### config.mk
export PLATFORM = sky130hd
export DESIGN_NAME = uart_tx_fifo
export DESIGN_NICKNAME = d
export VERILOG_FILES = /design/src/rtl/uart_pkg.sv /design/src/rtl/uart_byte_fifo.sv /design/src/rtl/uart_tx_fifo.sv
export SDC_FILE = /design/constraint.sdc
export NUM_CORES = 1
export LEC_CHECK = 0
export CELL_PAD_IN_SITES_DETAIL_PLACEMENT = 1
export CELL_PAD_IN_SITES_GLOBAL_PLACEMENT = 2
export CORE_ASPECT_RATIO = 1.1
export CORE_MARGIN = 2
export CORE_UTILIZATION = 41
export CTS_CLUSTER_DIAMETER = 200
export DETAILED_ROUTE_END_ITERATION = 6
export PLACE_DENSITY_LB_ADDON = 0.1
export REMOVE_ABC_BUFFERS = 1
export SLEW_MARGIN = 10
export SYNTH_ARGS = -nofsm -noshare
export SYNTH_HDL_FRONTEND = slang
export SYNTH_HIERARCHICAL = 1
export SYNTH_SLANG_ARGS = --single-unit
### constraint.sdc
create_clock -name clk -period 3.38 [get_ports clk]
set_clock_uncertainty 0.1 [all_clocks]
set_input_delay 0.676 -clock clk [delete_from_list [all_inputs] [get_ports clk]]
set_output_delay 0.676 -clock clk [all_outputs]
set_load 0.02 [all_outputs]
### src/rtl/uart_pkg.sv
// Shared types and constants for the keyboard-controller UART transmit path.
package uart_pkg;
  typedef enum logic [1:0] {IDLE, START, DATA, STOP} tx_state_t;

  localparam int DATA_BITS       = 8;
  localparam int DEFAULT_DIVISOR = 434;
endpackage

### src/rtl/uart_byte_fifo.sv
// Single-clock byte FIFO with first-word-fall-through read (dout always shows the head).
// Latency: a pushed byte is visible on dout and counted in level one cycle after the push edge.
// Backpressure: a push while full and a pop while empty are both ignored; the caller watches full.
module uart_byte_fifo #(
  parameter int DEPTH_LOG2 = 4
) (
  input  logic                  clk,
  input  logic                  reset,
  input  logic                  push,
  input  logic [7:0]            din,
  input  logic                  pop,
  output logic [7:0]            dout,
  output logic [DEPTH_LOG2:0]   level,
  output logic                  full,
  output logic                  empty
);
  localparam int                DEPTH    = 1 << DEPTH_LOG2;
  localparam logic [DEPTH_LOG2:0] LVL_FULL = (DEPTH_LOG2 + 1)'(DEPTH);

  logic [7:0]            mem [DEPTH];
  logic [DEPTH_LOG2-1:0] wr_ptr;
  logic [DEPTH_LOG2-1:0] rd_ptr;
  logic                  do_push;
  logic                  do_pop;

  // full/empty come from the registered level, so a same-edge pop never frees room for a push.
  assign full    = (level == LVL_FULL);
  assign empty   = (level == '0);
  assign do_push = push & ~full;
  assign do_pop  = pop & ~empty;
  assign dout    = mem[rd_ptr];

  always_ff @(posedge clk) begin
    if (do_push) begin
      mem[wr_ptr] <= din;
    end
  end

  always_ff @(posedge clk) begin
    if (!reset) begin
      wr_ptr <= '0;
      rd_ptr <= '0;
      level  <= '0;
    end else begin
      if (do_push) begin
        wr_ptr <= wr_ptr + 1'b1;
      end
      if (do_pop) begin
        rd_ptr <= rd_ptr + 1'b1;
      end
      case ({do_push, do_pop})
        2'b10:   level <= level + 1'b1;
        2'b01:   level <= level - 1'b1;
        default: level <= level;
      endcase
    end
  end
endmodule

### src/rtl/uart_tx_fifo.sv
// UART transmit path: byte FIFO feeding an 8N1 serializer with its own baud divider.
// Latency: a byte written into an empty FIFO while idle starts its start bit one edge later.
// Backpressure: none upstream; writes while full are dropped and flagged in the sticky ovf bit.
module uart_tx_fifo
  import uart_pkg::*;
#(
  parameter int DIVISOR    = DEFAULT_DIVISOR,
  parameter int DEPTH_LOG2 = 4
) (
  input  logic                  clk,
  input  logic                  reset,
  input  logic                  wr_en,
  input  logic [7:0]            wr_data,
  input  logic                  irq_en,
  input  logic                  ovf_clr,
  output logic                  txd,
  output logic                  busy,
  output logic                  empty,
  output logic                  full,
  output logic [DEPTH_LOG2:0]   level,
  output logic                  ovf,
  output logic                  irq_n
);
  localparam logic [15:0] RELOAD   = 16'(DIVISOR - 1);
  localparam logic [2:0]  LAST_BIT = 3'(DATA_BITS - 1);

  tx_state_t   state;
  logic [15:0] baud_cnt;
  logic [2:0]  bit_cnt;
  logic [7:0]  shift;
  logic [7:0]  fifo_dout;
  logic        expired;
  logic        fifo_pop;

  assign busy    = (state != IDLE);
  assign expired = (baud_cnt == '0);
  // Pop exactly when the FSM loads a new frame: from IDLE, or at stop-bit expiry for back-to-back.
  assign fifo_pop = ~empty & ((state == IDLE) | ((state == STOP) & expired));

  uart_byte_fifo #(
    .DEPTH_LOG2(DEPTH_LOG2)
  ) u_fifo (
    .clk   (clk),
    .reset (reset),
    .push  (wr_en),
    .din   (wr_data),
    .pop   (fifo_pop),
    .dout  (fifo_dout),
    .level (level),
    .full  (full),
    .empty (empty)
  );

  always_ff @(posedge clk) begin
    if (!reset) begin
      state    <= IDLE;
      baud_cnt <= '0;
      bit_cnt  <= '0;
      shift    <= '0;
      txd      <= 1'b1;
    end else begin
      case (state)
        IDLE: begin
          if (!empty) begin
            shift    <= fifo_dout;
            txd      <= 1'b0;
            baud_cnt <= RELOAD;
            state    <= START;
          end
        end
        START: begin
          if (expired) begin
            txd      <= shift[0];
            bit_cnt  <= '0;
            baud_cnt <= RELOAD;
            state    <= DATA;
          end else begin
            baud_cnt <= baud_cnt - 1'b1;
          end
        end
        DATA: begin
          if (expired) begin
            baud_cnt <= RELOAD;
            if (bit_cnt == LAST_BIT) begin
              txd   <= 1'b1;
              state <= STOP;
            end else begin
              shift   <= shift >> 1;
              txd     <= shift[1];
              bit_cnt <= bit_cnt + 1'b1;
            end
          end else begin
            baud_cnt <= baud_cnt - 1'b1;
          end
        end
        STOP: begin
          if (expired) begin
            if (!empty) begin
              shift    <= fifo_dout;
              txd      <= 1'b0;
              baud_cnt <= RELOAD;
              state    <= START;
            end else begin
              state <= IDLE;
            end
          end else begin
            baud_cnt <= baud_cnt - 1'b1;
          end
        end
        default: state <= IDLE;
      endcase
    end
  end

  // Dropped write beats a same-edge clear so no overflow event is ever lost.
  always_ff @(posedge clk) begin
    if (!reset) begin
      ovf   <= 1'b0;
      irq_n <= 1'b1;
    end else begin
      if (wr_en & full) begin
        ovf <= 1'b1;
      end else if (ovf_clr) begin
        ovf <= 1'b0;
      end
      irq_n <= ~(irq_en & empty & ~busy);
    end
  end
endmodule

==> results of run 1 <==
metal layers:
layer,track usage [%],share of wire [%]
met1,23.6,45
met2,31.3,52
met3,2.71,2.0
met4,5.74,1.5
met5,0,0
stage by stage:
stage	setup TNS [ns]	cell area [µm²]	hold slack, ns
6_report	0	8900	0.375
3_5_place_dp	0	8340	0.366
4_1_cts	0	8900	0.383
2_1_floorplan	-0.499	7550	0.328
3_3_place_gp	0	8340	0.339
5_1_grt	0	8900	0.409
registers in the layout, indices dropped and copies added (netlist names), named ones only:
| register | count |
|---|---|
| state | 2 |
| u_fifo/mem | 128 |
| txd | 1 |
| ovf | 1 |
| baud_cnt | 16 |
| u_fifo/wr_ptr | 4 |
| u_fifo/rd_ptr | 4 |
| bit_cnt | 3 |
| shift | 8 |
| irq_n | 1 |
| u_fifo/level | 5 |
power by group:
| group | leakage [nW] | internal, mW | switching, mW |
|---|---|---|---|
| combinational | 1.22 | 1.05 | 1.49 |
| clock | 0.265 | 1.03 | 0.856 |
| sequential | 1.56 | 2.52 | 0.165 |
| total | 3.04 | 4.60 | 2.51 |
cells by family (layout without fill, tap and decap cells):
family          count (synthesis)  after routing  synth area share (%)
flops                         177            177                  62.7
simple gates                  135            135                  8.87
compound gates                 85             85                  7.56
mux                            50             50                  14.4
buf+inv                        47            105                  2.86
fa+ha+maj                      17             17                  2.76
xor+xnor                        8              8                 0.910
layout make-up:
type | count | area [µm²]
Tap cell | 243 | 304
Fill cell | 1814 | 9510
Multi-Input combinational cell | 295 | 2650
Inverter | 19 | 76.3
Clock inverter | 13 | 128
Timing Repair Buffer | 55 | 483
Clock buffer | 18 | 429
Sequential cell | 177 | 4830
critical path: cells and delay by family, from the launching register on:
kind	cells	cell delay (ns)
and+or+nand+nor	2	0.79
buffers and inverters	2	0.85
DFF	1	0.37
final timing paths:
path / endpoint / slack [ns] / cells past startpoint
max: full / 0.16 / 4
min: baud_cnt[13] / 0.37 / 1
max reg2reg: u_fifo/level[2] / 0.27 / 14
min reg2reg: baud_cnt[13] / 0.37 / 1
layout by cell type (no fill, tap or decap), types with 3 or more instances in the layout:
cell | netlist | layout
a31oi_1 | 4 | 4
o31ai_1 | 5 | 5
dfxtp_1 | 49 | 48
inv_6 | 0 | 4
mux4_2 | 12 | 12
o21a_1 | 5 | 5
nand2_1 | 22 | 22
o21ai_0 | 13 | 13
or3_1 | 7 | 7
nor2_1 | 45 | 45
mux2i_1 | 10 | 10
clkdlybuf4s50_1 | 0 | 23
nor4_1 | 3 | 3
inv_1 | 18 | 18
o211ai_1 | 6 | 6
or4_1 | 6 | 6
buf_4 | 0 | 31
clkbuf_16 | 0 | 17
nand3_1 | 11 | 11
mux4_1 | 28 | 28
edfxtp_1 | 128 | 128
nand2b_1 | 7 | 7
a21oi_1 | 21 | 21
nor3_1 | 14 | 14
xor2_1 | 7 | 7
clkinvlp_4 | 0 | 3
a211oi_1 | 11 | 11
ha_1 | 17 | 17
nand3b_1 | 3 | 3
o22ai_1 | 3 | 3
==> results.md, run 1 <==
GRT:
- The first global-routing pass estimated 27.1 mm of wire.
- The total routing resource utilization after global routing is 18.1%.
- The number of global-route vias before repair is between 4,000 and 5,000.
- Entering global routing, the biggest net connects 33 pins.
- After global routing the overflow that remains totals 0.
- The initial antenna violation count is 0.

Finish:
- The number of antenna cells inserted is 0.
- Cells fill between 40% and 50% of the core in the end.
- The filler-free cell count of the finished design is 820.
- From synthesis to final layout, the design area changed by 15.6%.
- At the end of the flow, the number of nets in the layout was roughly 600.
- The post-route netlist has between 10 and 15% of its cells at a drive strength greater than 1.

Worst hold path:
- The start point of the worst min-delay path is baud_cnt[13].
- The class of the tightest hold or removal check is reg -> reg.

Drt:
- The number of violations reported at the end of detailed-routing iteration 0 is approximately 260.
- The total number of vias is around 4,500.
- The first TritonRoute pass finished after 4 iterations.
- In the final routed layout, each cell accounts on average for around 20 µm.
- For this run, design rule violations remaining after detail routing come to 0.
- The detail route stage leaves a number of antenna-violating nets equal to 0.
- The total wire length is approximately 17 mm.
- In the routed layout, each cell is associated on average with a via count of 5.45.

Critical path:
- On the worst path, the slowest cell contributes a delay of 0.65 ns.
- The endpoint class of the critical path is a primary output.
- The start point of the critical path is u_fifo/level[0].
- The launch instance of the worst register-to-register path is baud_cnt[0].
- The critical path required time is around 2.6 ns.
- The worst setup path is launched from a register.
- Data arrives at the worst endpoint at 2.44 ns.
- The critical setup path kind is reg -> out.
- The signal on the critical path passes through or4_1 > buf_4 > nor2_1 > clkdlybuf4s50_1.
- The highest-delay cell along the critical path is clkdlybuf4s50_1.
- In this run the worst path has a maximum fanout of 6.

Power and ir drop:
- The completed layout was analyzed and its total power is about 7.1 mW.
- The worst ir drop on vdd is 0.000381 V.
- The leakage dissipation is between 3 and 4 nW.
- The total power per unit cell area is roughly 800 mW/mm².

Logic synthesis:
- Summing the sequential cell areas from Yosys gives a little over three fifths of the chip area.
- In the post-synthesis netlist, the biggest area contributors are edfxtp_1 (50%), dfxtp_1 (13%), mux4_1 (9.6%).
- Among all cell types in the netlist, the one instantiated most often is edfxtp_1.
- The warning count from the yosys run is 6.
- In this run the mean area of a mapped cell was approximately 15 µm².
- The most area-hungry cell type in the Yosys netlist is edfxtp_1.
- In the synthesized netlist the dominant register cell turns out to be edfxtp_1.
- The area of the mapped netlist is 0.00770 mm².
- Counting flops and latches in the post-synthesis netlist gives 177.
- The synthesized design contains 128 enable-type register cells.
- The synthesized design devotes to its leading area cell type between 40% and 50% of total area.
- The synthesized netlist contains 57 unique library cells.
- After synthesis, the most frequently instantiated cells are edfxtp_1 (128), dfxtp_1 (49), nor2_1 (45).
- The share of synthesized flip-flops with an asynchronous set or reset is 0%.
- Counting every instance in the synthesized netlist gives about 520.

Place:
- The number of port buffers is 23.
- Summed over all nets, the half-perimeter wirelength after detailed placement is roughly 12 mm.
- Once placement completed, the tool counted placed cells totaling slightly below 800.
- At the end of routability-driven placement, the weighted congestion stood at approximately 0.80.
- The post-place setup slack is approximately 0.31 ns.

Clock tree:
- The number of instances resized during post-cts repair is 0.
- The total number of H-tree levels is 4.
- In this run the deepest clock path goes through 2 buffers.
- The clock root buffer master is clkbuf_16.
- The clock tree from TritonCTS is built.
- In this run, post-CTS hold repair placed 0 buffers.
- After clock tree synthesis, the setup repair step added 0 buffers.
- The clock-pin slew on the worst setup and hold paths is about 0.070 ns.
- The clock drives about 180 sinks.
- The number of clock buffers inserted by TritonCTS is 17.
- The clock latency at the later pin of the worst-skew pair is ~0.42 ns.

Timing:
- For the pin with the worst max-slew slack, the measured transition is between 0.7 and 0.8 ns.
- Setup repair after global routing left no endpoint under its margin.
- The final max-slew violation count was 0.
- Of the available clock period, the critical path in the final layout requires about 95%.
- Static timing analysis puts the maximum clock frequency at ~0.31 GHz.
- The final number of hold-violating endpoints is 0.
- Setup violations remaining at the end of the flow were counted as 0.
- The final critical path time including I/O delays and setup is approximately 3.2 ns.
- The worst slew slack as a fraction of its limit is between 50 and 60%.
- The worst path setup slack after routing is 0.161 ns.

Die:
- The floorplan row count is 52.
- The I/O pin count is 24.
- The area enclosed by the die boundary is just under 0.02 mm².
- The total area inside the core boundary comes to between 0.015 and 0.02 mm².
- In this run the vertical extent of the chip is ~150 µm.
- For this configuration, the core starts out at a cell density of 41.8%.
- The die width is about 130 µm.

Status:
- The flow ran to the end, and the final reports show no timing, DRC or antenna violations.

Flow run:
- Max-cap violations in this run came to 0.
(Power assumes the default switching activity.)
==> inputs of run 2 (changes only) <==
Settings changed: CORE_MARGIN 2 to not set, PLACE_DENSITY set to 0.74, PLACE_DENSITY_LB_ADDON 0.1 to not set.
==> run 2 against run 1 <==
  * Flip-flop and latch count unchanged
  * Largest cell class unchanged
  * Via count up 0.58%
  * First-iteration DRC count down 31%
  * Maximum frequency up 1.6%
  * Wire length down 5.3%
  * Clock-buffer cell count down 1
  * Sequential share of layout area down 0.11 points
  * Register-to-register slack worse by 0.06 ns
  * Clock power up 4%
  * Cell area up 0.17%
  * Power up 0.56%
==> results.md, run 2 (synthesis gave the netlist of run 1 again) <==
Place:
- The detailed placement HPWL was 10.9 mm (-7.2%).
- The placer congestion estimate came to 0.798 (-0.25%).
- The number of placed instances with taps included is 787 (-0.25%).
- The post-place setup slack came to 0.178 ns (-0.133 ns).
- The total placed instance area is 0.00831 mm² (-0.34%).
- The number of port buffers was 23 (unchanged).

Timing:
- The worst slew slack as a fraction of its limit came to 55.2% (+2.1 points).
- Setup repair after global routing left no endpoint under its margin.
- The worst-margin pin slew came to 0.673 ns (-0.0312 ns).
- The worst hold margin was 0.373 ns (-0.00144 ns).
- The share of the clock period used by the worst path after layout came to 93.7% (-1.5 points).
- The maximum achievable frequency is 0.316 GHz (+1.6%).
- The worst path setup slack after routing was 0.212 ns (+0.0512 ns).
- The final critical path time including I/O delays and setup is 3.17 ns (-0.0512 ns).
- The final max-slew violation count was 0 (unchanged).
- The count of final setup violators is 0 (unchanged).
- The accumulated negative setup slack is 0 ns (unchanged).
- The final number of hold-violating endpoints is 0 (unchanged).

Drt:
- The total wire length was 16.0 mm (-5.3%).
- The detailed-route wire length per cell is 19.5 µm (-5.2%).
- The average via count per standard cell is 5.49 (+0.70%).
- The first-pass detailed-route iteration total is 4 (unchanged).
- The total number of vias is 4,498 (+0.58%).
- The residual antenna-violating net count after detailed routing is 0 (unchanged).
- The number of violations reported at the end of detailed-routing iteration 0 is 177 (-31%).
- The remaining routing DRC violations is 0 (unchanged).

Finish:
- The library cell used most frequently in the layout, excluding fill and tap cells, is edfxtp_1.
- The core utilization of the finished layout is 48.4% (+0.082 points).
- The cell area after layout came to 0.00891 mm² (+0.17%).
- The largest registers in the layout are u_fifo/mem (128), baud_cnt (16), shift (8).
- The top cell types in the final layout, fill and taps aside, are edfxtp_1 (128), dfxtp_1 (49), nor2_1 (45).
- The number of nets in the final layout came to 593 (-0.34%).
- The filler-free cell count of the finished design is 819 (-0.12%).
- The combined area of the multi-input logic cells is 0.00267 mm² (+0.42%).
- The fraction of final layout cells sized beyond drive strength 1 is 14.8% (+0.37 points).
- The most flop-heavy register is u_fifo/mem.
- The synthesis-to-finish area growth is 15.8%.
- The number of antenna cells inserted is 0 (unchanged).
- The area taken by flip-flops and latches came to 0.00482 mm² (about the same).
- The number of flip-flops in the largest register came to 128 (unchanged).
- The filler cell count is 1,816 (+0.11%).

Clock tree:
- The total number of H-tree levels came to 4 (unchanged).
- The number of setup buffers added after CTS came to 0 (unchanged).
- The clock-pin slew on the worst setup and hold paths came to 0.07 ns (about the same).
- The clock root buffer master is clkbuf_16.
- The clock tree from TritonCTS is built.
- The maximum buffer depth of the clock tree is 2 (unchanged).
- The number of sinks driven by the clock tree is 177 (unchanged).
- The clock latency at the later pin of the worst-skew pair was 0.43 ns (about the same).
- The number of clock buffers inserted by TritonCTS is 17 (unchanged).

Worst hold path:
- The min-delay analysis places its worst path in the category reg -> reg.
- The cell depth of the worst min-delay path is 2 (+1).

GRT:
- The number of global-route vias before repair came to 4,815 (+0.52%).
- The largest net degree at the start of global routing was 33 (unchanged).
- The final global-route overflow total came to 0 (unchanged).
- The initial antenna violation count is 0 (unchanged).
- The total routing resource utilization after global routing is 17.9% (-0.23 points).
- The global-route wire length before repair came to 25.9 mm (-4.4%).

Critical path:
- Grouping stages by cell kind, the critical path spends the most delay in simple AND/OR/NAND/NOR gates.
- The maximum net fanout on the critical path is 10 (+4).
- In this run the critical register-to-register path is captured at u_fifo/level[4].
- The sum of buffers and inverters on the critical path came to 2 (unchanged).
- Tracing the worst setup path back leads to its startpoint at baud_cnt[0].
- STA classifies the critical path endpoint as a register.
- The worst setup path is of the reg -> reg kind.
- The critical path required time was 3.65 ns (+1.05 ns).
- The critical path depth was 13 (+9).
- The arrival time reported for the critical path endpoint was 3.44 ns (+1.00 ns).
- The startpoint identified for the worst register-to-register timing path is baud_cnt[0].
- The largest individual stage delay along the critical path comes from the cell or4b_2.
- The type of origin of the critical path is a register.
- The critical path capture point is u_fifo/level[4].
- The delay of the slowest critical-path stage is 0.70 ns (+0.05 ns).
- Traced cell by cell, the critical path runs through inv_1 > ha_1 > nor3b_2 > and4_1 > a21oi_1 > nor2_1 > o21ai_4 > inv_1 > ha_1 > or4b_2 > a21oi_1 > a31oi_1 > nand3b_1.
- The worst reg-to-reg path cell count came to 13 (-1).
- The internal reg-to-reg setup slack is 0.21 ns (-0.06 ns).

Die:
- The floorplan row count is 52 (unchanged).
- The height of the die is 146 µm (-1.4%).
- The effective utilization at floorplan is 41.8% (unchanged).
- The area enclosed by the die boundary is 0.0193 mm² (-2.8%).
- The core region area was 0.0184 mm² (unchanged).
- The die width is 133 µm (-1.5%).
- The I/O pin count is 24 (unchanged).

Power and ir drop:
- The overall power is 7.16 mW (+0.56%).
- The worst ir drop on vdd came to 0.000439 V (+15%).
- The leakage dissipation is 3.06 nW (+0.61%).
- The total power per unit cell area is 803 mW/mm² (+0.39%).

Flow run:
- The number of max-capacitance violations reported was 0 (unchanged).

Status:
- The flow ran to the end, and the final reports show no timing, DRC or antenna violations.
==> run 2: changes by cell type in the layout (fill, tap and decap cells not counted), sizes merged <==
cell and delta:
buf -2, clkbuf -1, clkinv +2, clkinvlp -3, inv +3
==> run 2: layout make-up <==
type / count / area share, %
tap: 243 / 3.41
timing repair buffer: 53 / 5.11
multi-input combinational: 295 / 29.9
clock inverter: 15 / 1.84
sequential: 177 / 54.1
clock buffer: 17 / 4.77
inverter: 19 / 0.856
==> run 2: metal layers <==
metal | track usage (%) | up-vias | routed length (µm)
met5 | 0 | - | 0
met3 | 3.62 | 18 | 345
met2 | 31.5 | 59 | 8430
met1 | 21.5 | 2285 | 6910
met4 | 7.07 | 0 | 269
li1 | - | 2136 | -
==> run 2: power by group <==
group | leakage [nW] | total, mW | switching, mW | internal, mW
Sequential | 1.56 | 2.69 | 0.166 | 2.52
Combinational | 1.21 | 2.51 | 1.47 | 1.04
Clock | 0.292 | 1.96 | 0.905 | 1.05
Total | 3.06 | 7.16 | 2.54 | 4.62
==> run 2: how the worst min path moves through the flow <==
stage	start	endpoint	slack (ns)
CTS	shift[7]	shift[7]	0.38
detailed placement	baud_cnt[13]	baud_cnt[13]	0.37
global placement	bit_cnt[0]	bit_cnt[0]	0.34
floorplan	bit_cnt[0]	bit_cnt[0]	0.33
global route	baud_cnt[13]	baud_cnt[13]	0.39
finish	shift[7]	shift[7]	0.37
==> run 2: worst min-delay path, cell delays in order (launching register included) <==
cell and delay [ns]:
dfxtp_1 0.31, nand2_1 0.05, o21ai_0 0.06
==> run 2: timing repair <==
| item | 4_1_cts | 5_1_grt |
|---|---|---|
| hold buffers | 0 | 0 |
| endpoints found under the setup margin | 0 | 2 |
| gates resized for setup | 0 | 2 |
==> inputs of run 3 (changes only) <==
Settings changed: PLACE_DENSITY 0.74 to not set, PLACE_DENSITY_LB_ADDON set to 0.1.
==> run 3 against run 2 <==
  * Sequential share of layout area rose by 0.23 points
  * Cell area fell by 0.39%
  * Clock-buffer cell count is 2 higher
  * Sequential power about the same
  * Clock power is 7% lower
  * Critical path depth is 9 lower
  * Combinational power hardly changed
  * Worst hold slack worse by 0.0018 ns
  * Maximum frequency down 1.1%
  * Highest routed layer unchanged
  * Flip-flop and latch count did not move
  * Register-to-register slack better by 0.098 ns
==> results.md, run 3 (synthesis gave the netlist of run 1 again) <==
Worst hold path:
- The path class of the tightest hold or removal check is reg -> reg.

GRT:
- The global-route wire length before repair is 26.8 mm (+3.5%).
- The final global-route overflow total is 0 (unchanged).
- The initial antenna violation count is 0 (unchanged).
- The largest net degree at the start of global routing is 33 (unchanged).
- The total routing resource utilization after global routing is 18.5% (+0.64 points).
- The number of global-route vias before repair is 4,713 (-2.1%).

Die:
- The effective utilization at floorplan is 41.8% (unchanged).
- The core region area is 0.0184 mm² (unchanged).
- The floorplan row count is 52 (unchanged).
- The height of the die is 146 µm (unchanged).
- The I/O pin count is 24 (unchanged).
- The die width is 133 µm (unchanged).
- The area enclosed by the die boundary was 0.0193 mm² (unchanged).

Timing:
- The count of final setup violators is 0 (unchanged).
- The final max-slew violation count is 0 (unchanged).
- The worst hold margin came to 0.371 ns (-0.00181 ns).
- The worst slew slack as a fraction of its limit is 56.1% (+0.95 points).
- The share of the clock period used by the worst path after layout is 94.8% (+1.0 points).
- The worst-margin pin slew is 0.658 ns (-0.0143 ns).
- The final number of hold-violating endpoints was 0 (unchanged).
- The accumulated negative setup slack is 0 ns (unchanged).
- The maximum achievable frequency is 0.312 GHz (-1.1%).
- Setup repair after global routing left no endpoint under its margin.
- The final critical path time including I/O delays and setup was 3.20 ns (+0.0347 ns).

Power and ir drop:
- The internal power summed over all cells was 4.53 mW (-1.8%).
- The switching share of power came to 35.4% (-0.11 points).
- The power share of the combinational group is 35.5% (+0.4 points).
- The net switching power is 2.48 mW (-2.3%).
- The relative contribution of the clock network to total power is 25.9% (-1.4 points).
- The part of the total power dissipated in sequential elements is 38.6% (+1.0 points).
- The leakage dissipation is 3.04 nW (-0.77%).
- The overall power is 7.01 mW (-2.0%).
- The total power per unit cell area came to 790 mW/mm² (-1.6%).
- The worst ir drop on vdd is 0.000404 V (-7.8%).

Clock tree:
- The number of clock buffers inserted by TritonCTS was 17 (unchanged).
- The clock tree from TritonCTS is built.
- The number of instances resized during post-cts repair was 0 (unchanged).
- The number of hold buffers added after cts is 0 (unchanged).
- The maximum buffer depth of the clock tree is 2 (unchanged).
- The number of setup buffers added after CTS came to 0 (unchanged).
- The clock-pin slew on the worst setup and hold paths is 0.07 ns (about the same).
- The clock root buffer master is clkbuf_16.
- The number of sinks driven by the clock tree is 177 (unchanged).
- The clock latency at the later pin of the worst-skew pair came to 0.43 ns (about the same).
- The total number of H-tree levels is 4 (unchanged).

Finish:
- The number of nets in the final layout is 595 (+0.34%).
- The most common library cell in the layout ignoring fill and taps is edfxtp_1.
- The number of flip-flops in the largest register is 128 (unchanged).
- The most flop-heavy register is u_fifo/mem.
- The number of antenna cells inserted is 0 (unchanged).
- In the final layout, the registers with the most flip-flops are u_fifo/mem (128), baud_cnt (16), shift (8).
- The fraction of final layout cells sized beyond drive strength 1 is 14.4% (-0.40 points).
- The filler cell count is 1,798 (-0.99%).
- The cell area after layout is 0.00888 mm² (-0.39%).
- The filler-free cell count of the finished design is 821 (+0.24%).
- Relative to the synthesized area, the layout overhead comes to 15.3%.
- The library cells used most frequently in the layout, excluding fill and tap cells, are edfxtp_1 (128), dfxtp_1 (48), nor2_1 (45).

Critical path:
- The critical path required time came to 2.60 ns (-1.05 ns).
- STA classifies the critical path endpoint as a primary output.
- The critical path is of the reg -> out type.
- The maximum net fanout on the critical path is 6 (-4).
- The type of origin of the critical path is a register.
- The arrival time reported for the critical path endpoint is 2.43 ns (-1.01 ns).

Place:
- The number of port buffers is 23 (unchanged).
- The number of placed instances with taps included came to 789 (+0.25%).
- The placer congestion estimate came to 0.818 (+2.6%).
- The detailed placement HPWL is 11.4 mm (+5.1%).
- The total placed instance area is 0.00834 mm² (+0.35%).

Drt:
- The first-pass detailed-route iteration total is 4 (unchanged).
- The total number of vias came to 4,492 (-0.13%).
- The average via count per standard cell is 5.47 (-0.38%).
- The number of violations reported at the end of detailed-routing iteration 0 came to 233 (+32%).
- The total wire length is 16.6 mm (+4.0%).
- The detailed-route wire length per cell came to 20.2 µm (+3.7%).
- The residual antenna-violating net count after detailed routing is 0 (unchanged).
- The remaining routing DRC violations is 0 (unchanged).

Status:
- The flow ran to the end, and the final reports show no timing, DRC or antenna violations.

Flow run:
- The number of max-capacitance violations reported is 0 (unchanged).
==> run 3: area by class of cell <==
type                            instances  area, µm²  share of cell area, %
Clock inverter                         13        104                   1.17
Timing Repair Buffer                   55        483                   5.44
Inverter                               19       76.3                  0.860
Tap cell                              243        304                   3.42
Multi-Input combinational cell        295       2650                   29.9
Sequential cell                       177       4830                   54.3
Clock buffer                           19        433                   4.88
==> run 3: power by group through the flow <==
| stage | registers (mW) | logic, mW | clock network, mW |
|---|---|---|---|
| after detailed placement | 2.75 | 2.52 | 0 |
| after CTS | 2.71 | 2.53 | 1.87 |
| after floorplan | 2.76 | 1.57 | 0 |
| after global placement | 2.74 | 2.48 | 0 |
| final | 2.70 | 2.49 | 1.82 |
| after global routing | 2.73 | 2.79 | 1.94 |
==> run 3: routing by layer <==
metal  share of wire, %  wire (µm)  GRT usage [%]  up-vias
li1                   -          -              -     2138
met1                 45       7430           23.4     2281
met2                 51       8540           32.2       52
met3                2.4        403           3.55       21
met4                1.3        216           5.80        0
met5                  0          0              0        -
==> run 3: worst paths after layout <==
kind / endpoint / cells past startpoint / slack [ns] / start
worst max-delay path: full / 4 / 0.18 / u_fifo/level[0]
worst min-delay path: shift[7] / 2 / 0.37 / shift[7]
worst max register to register: u_fifo/level[2] / 14 / 0.31 / baud_cnt[0]
worst min register to register: shift[7] / 2 / 0.37 / shift[7]
==> run 3: stage by stage <==
step           setup WS, ns  utilization [%]
2_1_floorplan        -0.281                -
3_3_place_gp          0.372             45.3
3_5_place_dp          0.282             45.3
4_1_cts               0.141             48.2
5_1_grt              0.0295             48.2
6_report              0.177             48.2
==> run 3: critical path, cell delays in order (launching register included) <==
cell	delay, ns
dfxtp_1	0.37
or4_1	0.57
buf_4	0.20
nor2_1	0.19
clkdlybuf4s50_1	0.66
